### src/rtl/pipe_hazard_ctrl.sv
// rtl/pipe_hazard_ctrl.sv - MIPS 5-stage hazard/forwarding controller
// Load-use and RAW stalls, registered EX forward selects, redirect flush, multi-cycle EX hold, perf counters.
module pipe_hazard_ctrl #(
  parameter int AW     = 5,
  parameter int MC_LAT = 4,
  parameter int FWD_EN = 1,
  parameter int CNT_W  = 16
) (
  input  logic             clk,
  input  logic             rst,
  input  logic             id_valid,
  input  logic [AW-1:0]    id_rs,
  input  logic [AW-1:0]    id_rt,
  input  logic             id_use_rs,
  input  logic             id_use_rt,
  input  logic             id_redirect,
  input  logic             id_mc,
  input  logic             ex_regwrite,
  input  logic             ex_memread,
  input  logic [AW-1:0]    ex_wn,
  input  logic             mem_regwrite,
  input  logic [AW-1:0]    mem_wn,
  input  logic             wb_regwrite,
  input  logic [AW-1:0]    wb_wn,
  input  logic             mc_done,
  output logic             pc_write,
  output logic             ifid_write,
  output logic             ifid_flush,
  output logic             idex_bubble,
  output logic             ex_hold,
  output logic [1:0]       fwd_a,
  output logic [1:0]       fwd_b,
  output logic             rf_byp_rs,
  output logic             rf_byp_rt,
  output logic [CNT_W-1:0] stall_cnt,
  output logic [CNT_W-1:0] flush_cnt
);

  typedef enum logic {IDLE, MC_BUSY} state_t;

  localparam int MCW = (MC_LAT > 1) ? $clog2(MC_LAT) : 1;
  localparam logic [MCW-1:0] MC_INIT = MCW'((MC_LAT > 1) ? MC_LAT - 1 : 0);

  state_t           state_q, state_d;
  logic [MCW-1:0]   mc_cnt_q, mc_cnt_d;
  logic [1:0]       fwd_a_q, fwd_a_d, fwd_b_q, fwd_b_d;
  logic [CNT_W-1:0] stall_cnt_q, stall_cnt_d, flush_cnt_q, flush_cnt_d;

  logic ex_rs_m, ex_rt_m, mem_rs_m, mem_rt_m;
  logic raw_stall, mc_exit;

  assign ex_rs_m  = ex_regwrite  && (ex_wn  == id_rs) && (id_rs != '0) && id_use_rs;
  assign ex_rt_m  = ex_regwrite  && (ex_wn  == id_rt) && (id_rt != '0) && id_use_rt;
  assign mem_rs_m = mem_regwrite && (mem_wn == id_rs) && (id_rs != '0) && id_use_rs;
  assign mem_rt_m = mem_regwrite && (mem_wn == id_rt) && (id_rt != '0) && id_use_rt;

  assign rf_byp_rs = wb_regwrite && (wb_wn == id_rs) && (id_rs != '0);
  assign rf_byp_rt = wb_regwrite && (wb_wn == id_rt) && (id_rt != '0);

  // EX producer is younger than MEM, so it wins when both match.
  function automatic logic [1:0] fwd_sel(input logic ex_m, input logic mem_m, input logic ex_load);
    logic [1:0] s;
    s = 2'd0;
    if (FWD_EN != 0) begin
      if (ex_m && !ex_load) s = 2'd1;
      else if (mem_m)       s = 2'd2;
    end
    return s;
  endfunction

  always_comb begin
    raw_stall = 1'b0;
    if (FWD_EN != 0) raw_stall = id_valid && ex_memread && (ex_rs_m || ex_rt_m);
    else             raw_stall = id_valid && (ex_rs_m || ex_rt_m || mem_rs_m || mem_rt_m);
  end

  always_comb begin
    state_d     = state_q;
    mc_cnt_d    = mc_cnt_q;
    fwd_a_d     = fwd_a_q;
    fwd_b_d     = fwd_b_q;
    pc_write    = 1'b1;
    ifid_write  = 1'b1;
    ifid_flush  = 1'b0;
    idex_bubble = 1'b0;
    ex_hold     = 1'b0;
    mc_exit     = (MC_LAT == 0) ? mc_done : (mc_cnt_q == '0);
    case (state_q)
      MC_BUSY: begin
        ex_hold    = 1'b1;
        pc_write   = 1'b0;
        ifid_write = 1'b0;
        mc_cnt_d   = mc_cnt_q - MCW'(1);
        if (mc_exit) state_d = IDLE;
      end
      default: begin
        if (raw_stall) begin
          pc_write    = 1'b0;
          ifid_write  = 1'b0;
          idex_bubble = 1'b1;
          fwd_a_d     = 2'd0;
          fwd_b_d     = 2'd0;
        end else begin
          // A redirect seen during a stall is dropped; ID presents it again.
          ifid_flush = id_redirect;
          if (id_valid) begin
            fwd_a_d = fwd_sel(ex_rs_m, mem_rs_m, ex_memread);
            fwd_b_d = fwd_sel(ex_rt_m, mem_rt_m, ex_memread);
            if (id_mc) begin
              state_d  = MC_BUSY;
              mc_cnt_d = MC_INIT;
            end
          end else begin
            fwd_a_d = 2'd0;
            fwd_b_d = 2'd0;
          end
        end
      end
    endcase
  end

  always_comb begin
    stall_cnt_d = stall_cnt_q;
    flush_cnt_d = flush_cnt_q;
    if (!pc_write && (stall_cnt_q != '1)) stall_cnt_d = stall_cnt_q + CNT_W'(1);
    if (ifid_flush && (flush_cnt_q != '1)) flush_cnt_d = flush_cnt_q + CNT_W'(1);
  end

  always_ff @(posedge clk) begin
    if (rst) begin
      state_q     <= IDLE;
      mc_cnt_q    <= '0;
      fwd_a_q     <= 2'd0;
      fwd_b_q     <= 2'd0;
      stall_cnt_q <= '0;
      flush_cnt_q <= '0;
    end else begin
      state_q     <= state_d;
      mc_cnt_q    <= mc_cnt_d;
      fwd_a_q     <= fwd_a_d;
      fwd_b_q     <= fwd_b_d;
      stall_cnt_q <= stall_cnt_d;
      flush_cnt_q <= flush_cnt_d;
    end
  end

  assign fwd_a     = fwd_a_q;
  assign fwd_b     = fwd_b_q;
  assign stall_cnt = stall_cnt_q;
  assign flush_cnt = flush_cnt_q;

endmodule

### config.mk
export PLATFORM = sky130hd
export DESIGN_NAME = pipe_hazard_ctrl
export DESIGN_NICKNAME = d
export VERILOG_FILES = /design/src/rtl/pipe_hazard_ctrl.sv
export SDC_FILE = /design/constraint.sdc
export NUM_CORES = 1
export LEC_CHECK = 0
export ABC_AREA = 1
export BUFFER_PORTS_ARGS = -buffer_cell sky130_fd_sc_hd__buf_2
export CAP_MARGIN = 40
export CORE_MARGIN = 2
export CORE_UTILIZATION = 52
export CTS_CLUSTER_SIZE = 24
export DETAILED_ROUTE_END_ITERATION = 8
export MAX_ROUTING_LAYER = met4
export PLACE_DENSITY = 0.8
export REMOVE_ABC_BUFFERS = 1
export SYNTH_ARGS = -nofsm -noshare
export SYNTH_HDL_FRONTEND = slang
export SYNTH_SLANG_ARGS = --single-unit
### constraint.sdc
create_clock -name clk -period 2.3 [get_ports clk]
set_input_delay 0.46 -clock clk [delete_from_list [all_inputs] [get_ports clk]]
set_output_delay 0.46 -clock clk [all_outputs]
set_load 0.005 [all_outputs]
**Yosys cells after proc, flatten, opt, wreduce, memory -nomap -nowiden**

Cells that the tools add are included.
Widths: inputs -> output; s select.

- Bits in registers: 39
- Output and inout port bits: 43
- Logic and storage cells: 73
- Input port bits: 37

- Eq/ne operators: 9
- Muxes and demuxes: 24
- Add/sub/neg operators: 3
- Reductions and logical operators: 31

Operator list:

| operator | number |
|---|---|
| $add 16x1->16 const B | 2 |
| $ne 16x16->1 const B | 2 |
| $eq 5x5->1 | 6 |
| $mux 2 | 12 |
| $logic_and 1x1->1 | 22 |
| $mux 1 | 12 |
| $reduce_bool 5->1 | 2 |
| $reduce_bool 2->1 | 2 |
| $reduce_and 3->1 | 1 |
| $logic_not 1->1 | 2 |
| $logic_not 2->1 | 1 |
| $ne 2x2->1 const B | 1 |
| $sub 2x1->2 const B | 1 |
| $logic_or 1x1->1 | 1 |

**Longest topological paths before layout**

Gate-level depths: netlist of run 1.

- Word-level depth: 10
- Depth in mapped cells: 15
- Mapped depth without buffers: 15

**Worst setup path after synthesis of run 1**

Ideal clock, no wire load.

- Path kind: input -> output
- Start: input id_rs[1]
- End: output pc_write
- Buffers on the path: 1
- Arrival time: 1.362 ns
- Required time: 1.840 ns
- Stages on the path: 10
- Path slack: 0.478 ns
- Cell sequence: inv_1 nand2_1 nor2_1 nor2_1 nand2_1 nand2_1 nand2_4 nand2_4 inv_1 buf_4

- Word-level cells in the longest chain between the ends: 8
- Elaborated cells on any way between the ends: 9
- Those cells by class: eq/ne: 1; mux: 2; reduce/logical: 6

Ends and longest elaborated chain:

| item | line | text |
|---|---|---|
| start, declared | 12 | `input logic [AW-1:0] id_rs,` |
| $eq 5x5->1 | 52 | `assign ex_rs_m = ex_regwrite && (ex_wn == id_rs) && (id_rs != '0) && id_use_rs;` |
| $logic_and 1x1->1 | 52 |  |
| $logic_and 1x1->1 * (2 in a row) | 52 |  |
| $logic_or 1x1->1 * | n/a |  |
| $logic_and 1x1->1 * | 73 | `if (FWD_EN != 0) raw_stall = id_valid && ex_memread && (ex_rs_m \|\| ex_rt_m);` |
| $mux 1 * (2 in a row) | n/a |  |
| end, declared | 26 | `output logic pc_write,` |

Every way passes the cells marked *; elsewhere a longest branch is shown, timed or not.

**Worst setup path in the final report of run 1**

- Start: input id_rt[2]
- End: output ifid_flush

- Word-level cells in the longest chain between the ends: 8
- Elaborated cells on any way between the ends: 9
- Those cells by class: eq/ne: 1; mux: 2; reduce/logical: 6

Ends and longest elaborated chain:

| item | line | text |
|---|---|---|
| start, declared | 13 | `input logic [AW-1:0] id_rt,` |
| $eq 5x5->1 | 53 | `assign ex_rt_m = ex_regwrite && (ex_wn == id_rt) && (id_rt != '0) && id_use_rt;` |
| $logic_and 1x1->1 | 53 |  |
| $logic_and 1x1->1 * (2 in a row) | 53 |  |
| $logic_or 1x1->1 * | n/a |  |
| $logic_and 1x1->1 * | 73 |  |
| $mux 1 * | 97 | `if (raw_stall) begin` |
| $mux 1 * | 88 | `case (state_q)` |
| end, declared | 28 | `output logic ifid_flush,` |

Marks and branches as above.

==> results.tsv, run 1 <==
stage	metric	value	unit
synthesis	yosysWarningCount	0	
floorplan	coreArea	0.005107	mm^2
grt	grt_antenna_before_repair	0	
power_and_ir_drop	ir_drop	0.3826	mV
routing	drtIter0Drc	132	
cts	cts_buffers	5	
synthesis	syn_inst	429	
synthesis	synth-seq-area-share	0.2851	
floorplan	start_util	0.5363	
synthesis	async_flop_share	0	
worst_setup_path	cp-startpoint	id_rt[2]	
power_and_ir_drop	p_per_area	484.2	mW/mm^2
job	cap_violations	0	
routing	wire_per_inst	11.24	um
worst_setup_path	worstPathMaxFanout	8	
synthesis	ys_top_cells_by_count	111 x nand2_1, 63 x nor2_1, 53 x inv_1	
layout	multi_input_area	0.001687	mm^2
synthesis	synth.top_cell.area_share	0.2851	
min_path	min_from	fwd_a[0]	
cts	cts_setup_buffers	0	
cts	cts_resized	0	
routing	ant_nets	0	
synthesis	ys_types	35	
worst_setup_path	crit_required	1.84	ns
place	numPortBuffers	78	
cts	worst_skew_pair.late_latency	0.29	ns
worst_setup_path	crit_type	input pin to output port	
min_path	min_path_type	flop to flop	
layout	area_growth	21.52	%
sta	skew	0.006899	ns
layout	nets	551	
place	hpwlAfterDp	5100	um
worst_setup_path	cp-end-kind	output port	
floorplan	die_h	76.58	um
cts	clkSinkCount	39	
cts	clk_pin_slew	0.08	ns
run_status	outcome	complete, no violations	
routing	via_per_inst	5.012	
floorplan	dieArea	0.005864	mm^2
sta	setup_tns	0	ns
synthesis	netlist_top_cells_area	dfxtp_1 29%, nand2_1 15%, nor2_1 8.6%	
synthesis	syn_avg_cell_area	6.384	um^2
layout	drive_gt1_frac	0.2227	
layout	num_antenna_cells	0	
floorplan	rows	26	
cts	cts_tree	yes	
synthesis	syn_area	0.002739	mm^2
sta	fin_crit_sh	0.9182	
synthesis	synth_top_area_cell	dfxtp_1	
grt	grt_pass1_wl	11430	um
cts	htreeDepth	2	
routing	dr.pass1.iters	4	
floorplan	die_x	76.58	um
grt	grt_max_degree	22	
synthesis	post-synth-top-count-cell	nand2_1	
cts	root_buffer	clkbuf_8	
worst_setup_path	rr_startpoint	stall_cnt[1]	
sta	whs	0.4723	ns
worst_setup_path	crit_path_start_kind	input pin	
sta	period_needed	2.112	ns
cts	clock_path_buffers	2	
routing	drc_errors	0	
cts	cts_hold_buf	0	
power_and_ir_drop	p_leak	1.640	nW
sta	slew_violations	0	
routing	via_count	2917	
layout	fillers	449	
place	place_congestion	0.9198	
synthesis	ys.flop_type	dfxtp_1	
layout	area.sequential	780.7	um^2
grt	grt_overflow_total	0	
sta	max_slew_margin	0.6296	
sta	clock.fmax	0.4735	GHz
sta	hold_viol	0	
sta	rsz0062_at_grt	false	
sta	finalSetupViolCount	0	
grt	grt_pass1_vias	2651	
grt	grt_usage	0.2397	
worst_setup_path	worstPathArrival	1.65	ns
synthesis	synth-edff-count	0	
routing	drt_wl_total	6543	um
floorplan	boundaryPins	80	
sta	worst_pin_slew	0.5550	ns
synthesis	ys_ff_latch	39	
## per-stage QoR
stage / cell area [um^2] / cells / total power [W] / utilization / setup slack (ns)
finish: 3328 / 582 / 0.001612 / 0.6516 / 0.1882
global route: 3328 / 582 / 0.001698 / 0.6516 / 0.08221
CTS: 3328 / 582 / 0.001623 / 0.6516 / 0.2003
detailed placement: 3216 / 574 / 0.001046 / 0.6296 / 0.2062
global placement: 3216 / 574 / 0.001035 / 0.6296 / 0.2184
floorplan: 2685 / 419 / 0.0009120 / - / 0.2754
## critical path, cell delays in order
cell     delay [ns]
buf_2          0.13
inv_1          0.09
nand3_1        0.09
nor2_1         0.20
nor2_1         0.08
nand2_1        0.07
nand2_1        0.08
nand2_4        0.11
nand3_1        0.11
inv_1          0.11
buf_2          0.12
## path summary, 6_finish.rpt
check / endpoint / slack [ns] / cells past startpoint
setup / recovery: ifid_flush / 0.19 / 11
hold / removal: fwd_a[0] / 0.47 / 2
setup reg to reg: stall_cnt[0] / 0.33 / 11
hold reg to reg: fwd_a[0] / 0.47 / 2
## routing by layer
metal / vias up / global-route usage / routed length, um
met4: 0 / 0.08182 / 110
met5: - / - / 0
met1: 1312 / 0.2952 / 3098
met3: 10 / 0.03318 / 322
li1: 1511 / - / -
met2: 84 / 0.4035 / 3011
## layout by cell type, fill, tap and decap left out, types with 9 or more instances in the layout
| cell | netlist | final |
|---|---|---|
| xnor2_1 | 15 | 15 |
| dfxtp_1 | 39 | 39 |
| buf_2 | 4 | 78 |
| nand4_1 | 11 | 11 |
| nand2_1 | 111 | 111 |
| nor2_1 | 63 | 63 |
| a21oi_1 | 16 | 16 |
| o21ai_0 | 9 | 9 |
| nand3_1 | 33 | 33 |
| xor2_1 | 23 | 23 |
| inv_1 | 53 | 53 |
## registers in the layout (all words and copies together), names as in the netlist
name	count
stall_cnt	16
mc_cnt_q	2
fwd_b	2
state_q	1
fwd_a	2
flush_cnt	16
## cell families (layout without fill, tap and decap cells)
family / count (synthesis) / after routing / share of synthesized area
flops: 39 / 39 / 0.2851
xor+xnor: 38 / 38 / 0.1215
buf+inv: 68 / 151 / 0.09913
simple gates: 245 / 245 / 0.4020
compound gates: 36 / 36 / 0.07858
fa+ha+maj: 3 / 3 / 0.01371
## where the power goes
part | total, W | internal, W | switching [W]
Sequential | 0.000732 | 0.000703 | 0.0000285
Clock | 0.000581 | 0.000323 | 0.000258
Combinational | 0.000299 | 0.000124 | 0.000175
Total | 0.00161 | 0.00115 | 0.000461
## final cells by class
type,instances,share of cell area
clock buffers,5,0.02068
clock inverters,3,0.01316
inverters,58,0.06541
multi-input cells,322,0.5068
flip-flops and latches,39,0.2346
well taps,70,0.02632
repair buffers,85,0.1331
Power figures use the tool's default switching activity.
==> inputs of run 2 (changes only) <==
- ABC_AREA: 1 -> default
- CORE_UTILIZATION: 52 -> 51
==> run 2 against run 1 <==
The run now ends with negative setup slack left. Synthesized cell count is 31% lower. Hold slack worse by 0.0062 ns. Wire length is 2.3% lower. Critical path depth is 3 lower. Utilization is 4.0 points higher. Flip-flop and latch count stayed put. Clock-buffer cell count is 1 higher. Synthesized area is 10% lower. Fmax is 12% lower. Critical endpoint unchanged. Largest cell class unchanged.
==> results.tsv, run 2 <==
stage	metric	value	unit	change
sta	period_needed	2.410	ns	+0.2986 ns
synthesis	synthMuxAreaShare	0.06837		+0.06837
min_path	min_from	fwd_a[1]		
synthesis	ys_types	48		+37%
layout	final_cells	450		-23%
grt	grt_pass1_wl	10990	um	-3.9%
place	hpwlAfterDp	4820	um	-5.5%
layout	area_growth	32.30	%	
power_and_ir_drop	design_power_total	0.001366	W	-15%
worst_setup_path	crit_required	1.84	ns	about the same
sta	hold_viol	0		unchanged
floorplan	boundaryPins	80		unchanged
layout	drive_gt1_frac	0.3561		+0.1334
synthesis	syn_inst	295		-31%
routing	dr.pass1.iters	4		unchanged
layout	nets	435		-21%
synthesis	ys_top_cells_by_count	39 x dfxtp_1, 27 x nor2_1, 19 x a21oi_1		
synthesis	synth.top_cell.area_share	0.3184		+0.03331
synthesis	synthAdderAreaFrac	0.01531		+0.001601
cts	root_buffer	clkbuf_8		
worst_setup_path	reg2reg_depth	6		-5
synthesis	synth-compound-area-share	0.1689		+0.09030
place	numPortBuffers	78		unchanged
cts	htreeDepth	2		unchanged
cts	clk_pin_slew	0.07	ns	about the same
routing	via_count	2565		-12%
routing	drt_wl_total	6393	um	-2.3%
worst_setup_path	worstPathArrival	1.95	ns	+0.30 ns
min_path	min_path_type	flop to flop		
synthesis	async_flop_share	0		unchanged
sta	clock.fmax	0.4149	GHz	-12%
grt	grt_pass1_vias	2445		-7.8%
synthesis	syn_avg_cell_area	8.313	um^2	+30%
grt	grt_antenna_before_repair	0		unchanged
synthesis	synthXorXnorAreaFrac	0.09643		-0.02509
synthesis	synth-simple-area-share	0.2872		-0.1148
power_and_ir_drop	p_leak	1.429	nW	-13%
grt	grt_overflow_total	0		unchanged
routing	drtIter0Drc	184		+39%
floorplan	rows	25		-3.8%
routing	drt-met1-wl	2912	um	-6.0%
worst_setup_path	worstPathMaxFanout	3		-5
worst_setup_path	rr_startpoint	flush_cnt[3]		
job	cap_violations	0		unchanged
routing	via_per_inst	5.700		+14%
cts	worst_skew_pair.late_latency	0.29	ns	about the same
synthesis	synth-edff-count	0		unchanged
floorplan	dieArea	0.005379	mm^2	-8.3%
routing	ant_nets	0		unchanged
sta	max_slew_margin	0.6558		+0.02625
synthesis	post-synth-top-count-cell	dfxtp_1		
min_path	whs_path_depth	1		-1
sta	worst_pin_slew	0.5163	ns	-0.03876 ns
layout	num_antenna_cells	0		unchanged
grt	grt_max_degree	53		+140%
floorplan	die_x	73.35	um	-4.2%
routing	top_layer	met4		
place	place_congestion	0.9078		-1.3%
floorplan	start_util	0.5227		-0.01359
worst_setup_path	cp-end-kind	output port		
sta	skew	0.008820	ns	+0.001921 ns
worst_setup_path	cp-startpoint	id_rs[3]		
routing	dr_wl_met3	255	um	-21%
layout	mostFrequentLayoutCells	74 x buf_2, 39 x dfxtp_1, 29 x buf_4		
run_status	outcome	finished with violations		
cts	clock_path_buffers	2		unchanged
place	post-place-ws	-0.2443	ns	-0.4504 ns
sta	fin_ws	-0.1103	ns	-0.2986 ns
sta	rsz0062_at_grt	true		
worst_setup_path	rrSetupSlack	0.12	ns	-0.21 ns
floorplan	coreArea	0.004692	mm^2	-8.1%
place	dp_cells	438		-24%
worst_setup_path	crit_type	input pin to output port		
synthesis	synth_top_area_cell	dfxtp_1		
grt	grt_usage	0.2623		+0.02267
min_path	min_delay_worst_endpoint	fwd_a[1]		
layout	final_common_cell	buf_2		
cts	cts_tree	yes		
routing	drc_errors	0		unchanged
routing	wire_per_inst	14.21	um	+26%
synthesis	ys_ff_latch	39		unchanged
sta	whs	0.4661	ns	-0.006219 ns
floorplan	die_h	73.35	um	-4.2%
cts	cts_buffers	5		unchanged
sta	fin_crit_sh	1.048		+0.1298
synthesis	yosysWarningCount	0		unchanged
synthesis	ys.flop_type	dfxtp_1		
synthesis	synth-seq-area-share	0.3184		+0.03331
power_and_ir_drop	p_per_area	421.0	mW/mm^2	-13%
power_and_ir_drop	ir_drop	0.2636	mV	-31%
run_status	violations	negative setup slack		
routing	met2_length	3146	um	+4.5%
sta	slew_violations	0		unchanged
cts	clkSinkCount	39		unchanged
synthesis	syn_area	0.002452	mm^2	-10%
synthesis	synth_top_family_by_area	simple AND/OR/NAND/NOR gates		
sta	finalSetupViolCount	8		+8
worst_setup_path	worstReg2RegEnd	flush_cnt[9]		
sta	setup_tns	-0.3620	ns	-0.3620 ns
synthesis	netlist_top_cells_area	dfxtp_1 32%, mux2_2 6.4%, xnor2_1 5.0%		
worst_setup_path	crit_path_start_kind	input pin		
## run 2: report_power, final
part,switching (W),internal (W)
registers,0.00000957,0.000683
clock network,0.000236,0.000212
logic,0.000116,0.000109
## run 2: metal layers
metal,GRT usage,vias to the layer above
li1,-,1286
met1,0.3367,1186
met2,0.4234,81
met3,0.04252,12
met4,0.08283,0
met5,-,-
## run 2: kinds of logic after synthesis
group,count (synthesis)
compound gates,61
xor+xnor,27
fa+ha+maj,3
buf+inv,26
flops,39
mux,15
simple gates,124
## run 2: layout make-up
cell class	count	area [um^2]
Sequential cell	39	780.7
Timing Repair Buffer	108	644.4
Multi-Input combinational cell	230	1625
Tap cell	54	67.56
Fill cell	380	1448
Clock inverter	2	12.51
Clock buffer	6	72.57
Inverter	11	41.29
## run 2: worst max-delay path by stage
| stage | slack, ns | endpoint |
|---|---|---|
| final | -0.11 | ifid_flush |
| after floorplan | -0.11 | stall_cnt[7] |
| after CTS | -0.09 | ifid_flush |
| after detailed placement | -0.24 | flush_cnt[12] |
| after global placement | -0.19 | flush_cnt[14] |
| after global routing | -0.17 | ifid_flush |
## run 2: worst max-delay path, stage by stage
cell and delay, ns:
buf_6 0.09, or4_4 0.55, o21ai_4 0.20, nor3_4 0.06, o211a_4 0.25, nor2_4 0.11
and2_4 0.14, buf_6 0.08
## run 2: through the flow
step,utilization,area (um^2)
after floorplan,-,2382
after global placement,0.6469,3035
after detailed placement,0.6469,3035
after CTS,0.6781,3182
after global routing,0.6915,3244
final,0.6915,3244
## run 2: repair_timing
| action | CTS | global route |
|---|---|---|
| resized for setup | 7 | 12 |
| endpoints found under the setup margin | 4 | 17 |
| hold endpoints to repair | 0 | 0 |
| hold buffers | 0 | 0 |
| setup buffers | 3 | 1 |
| pin swaps | 1 | 7 |
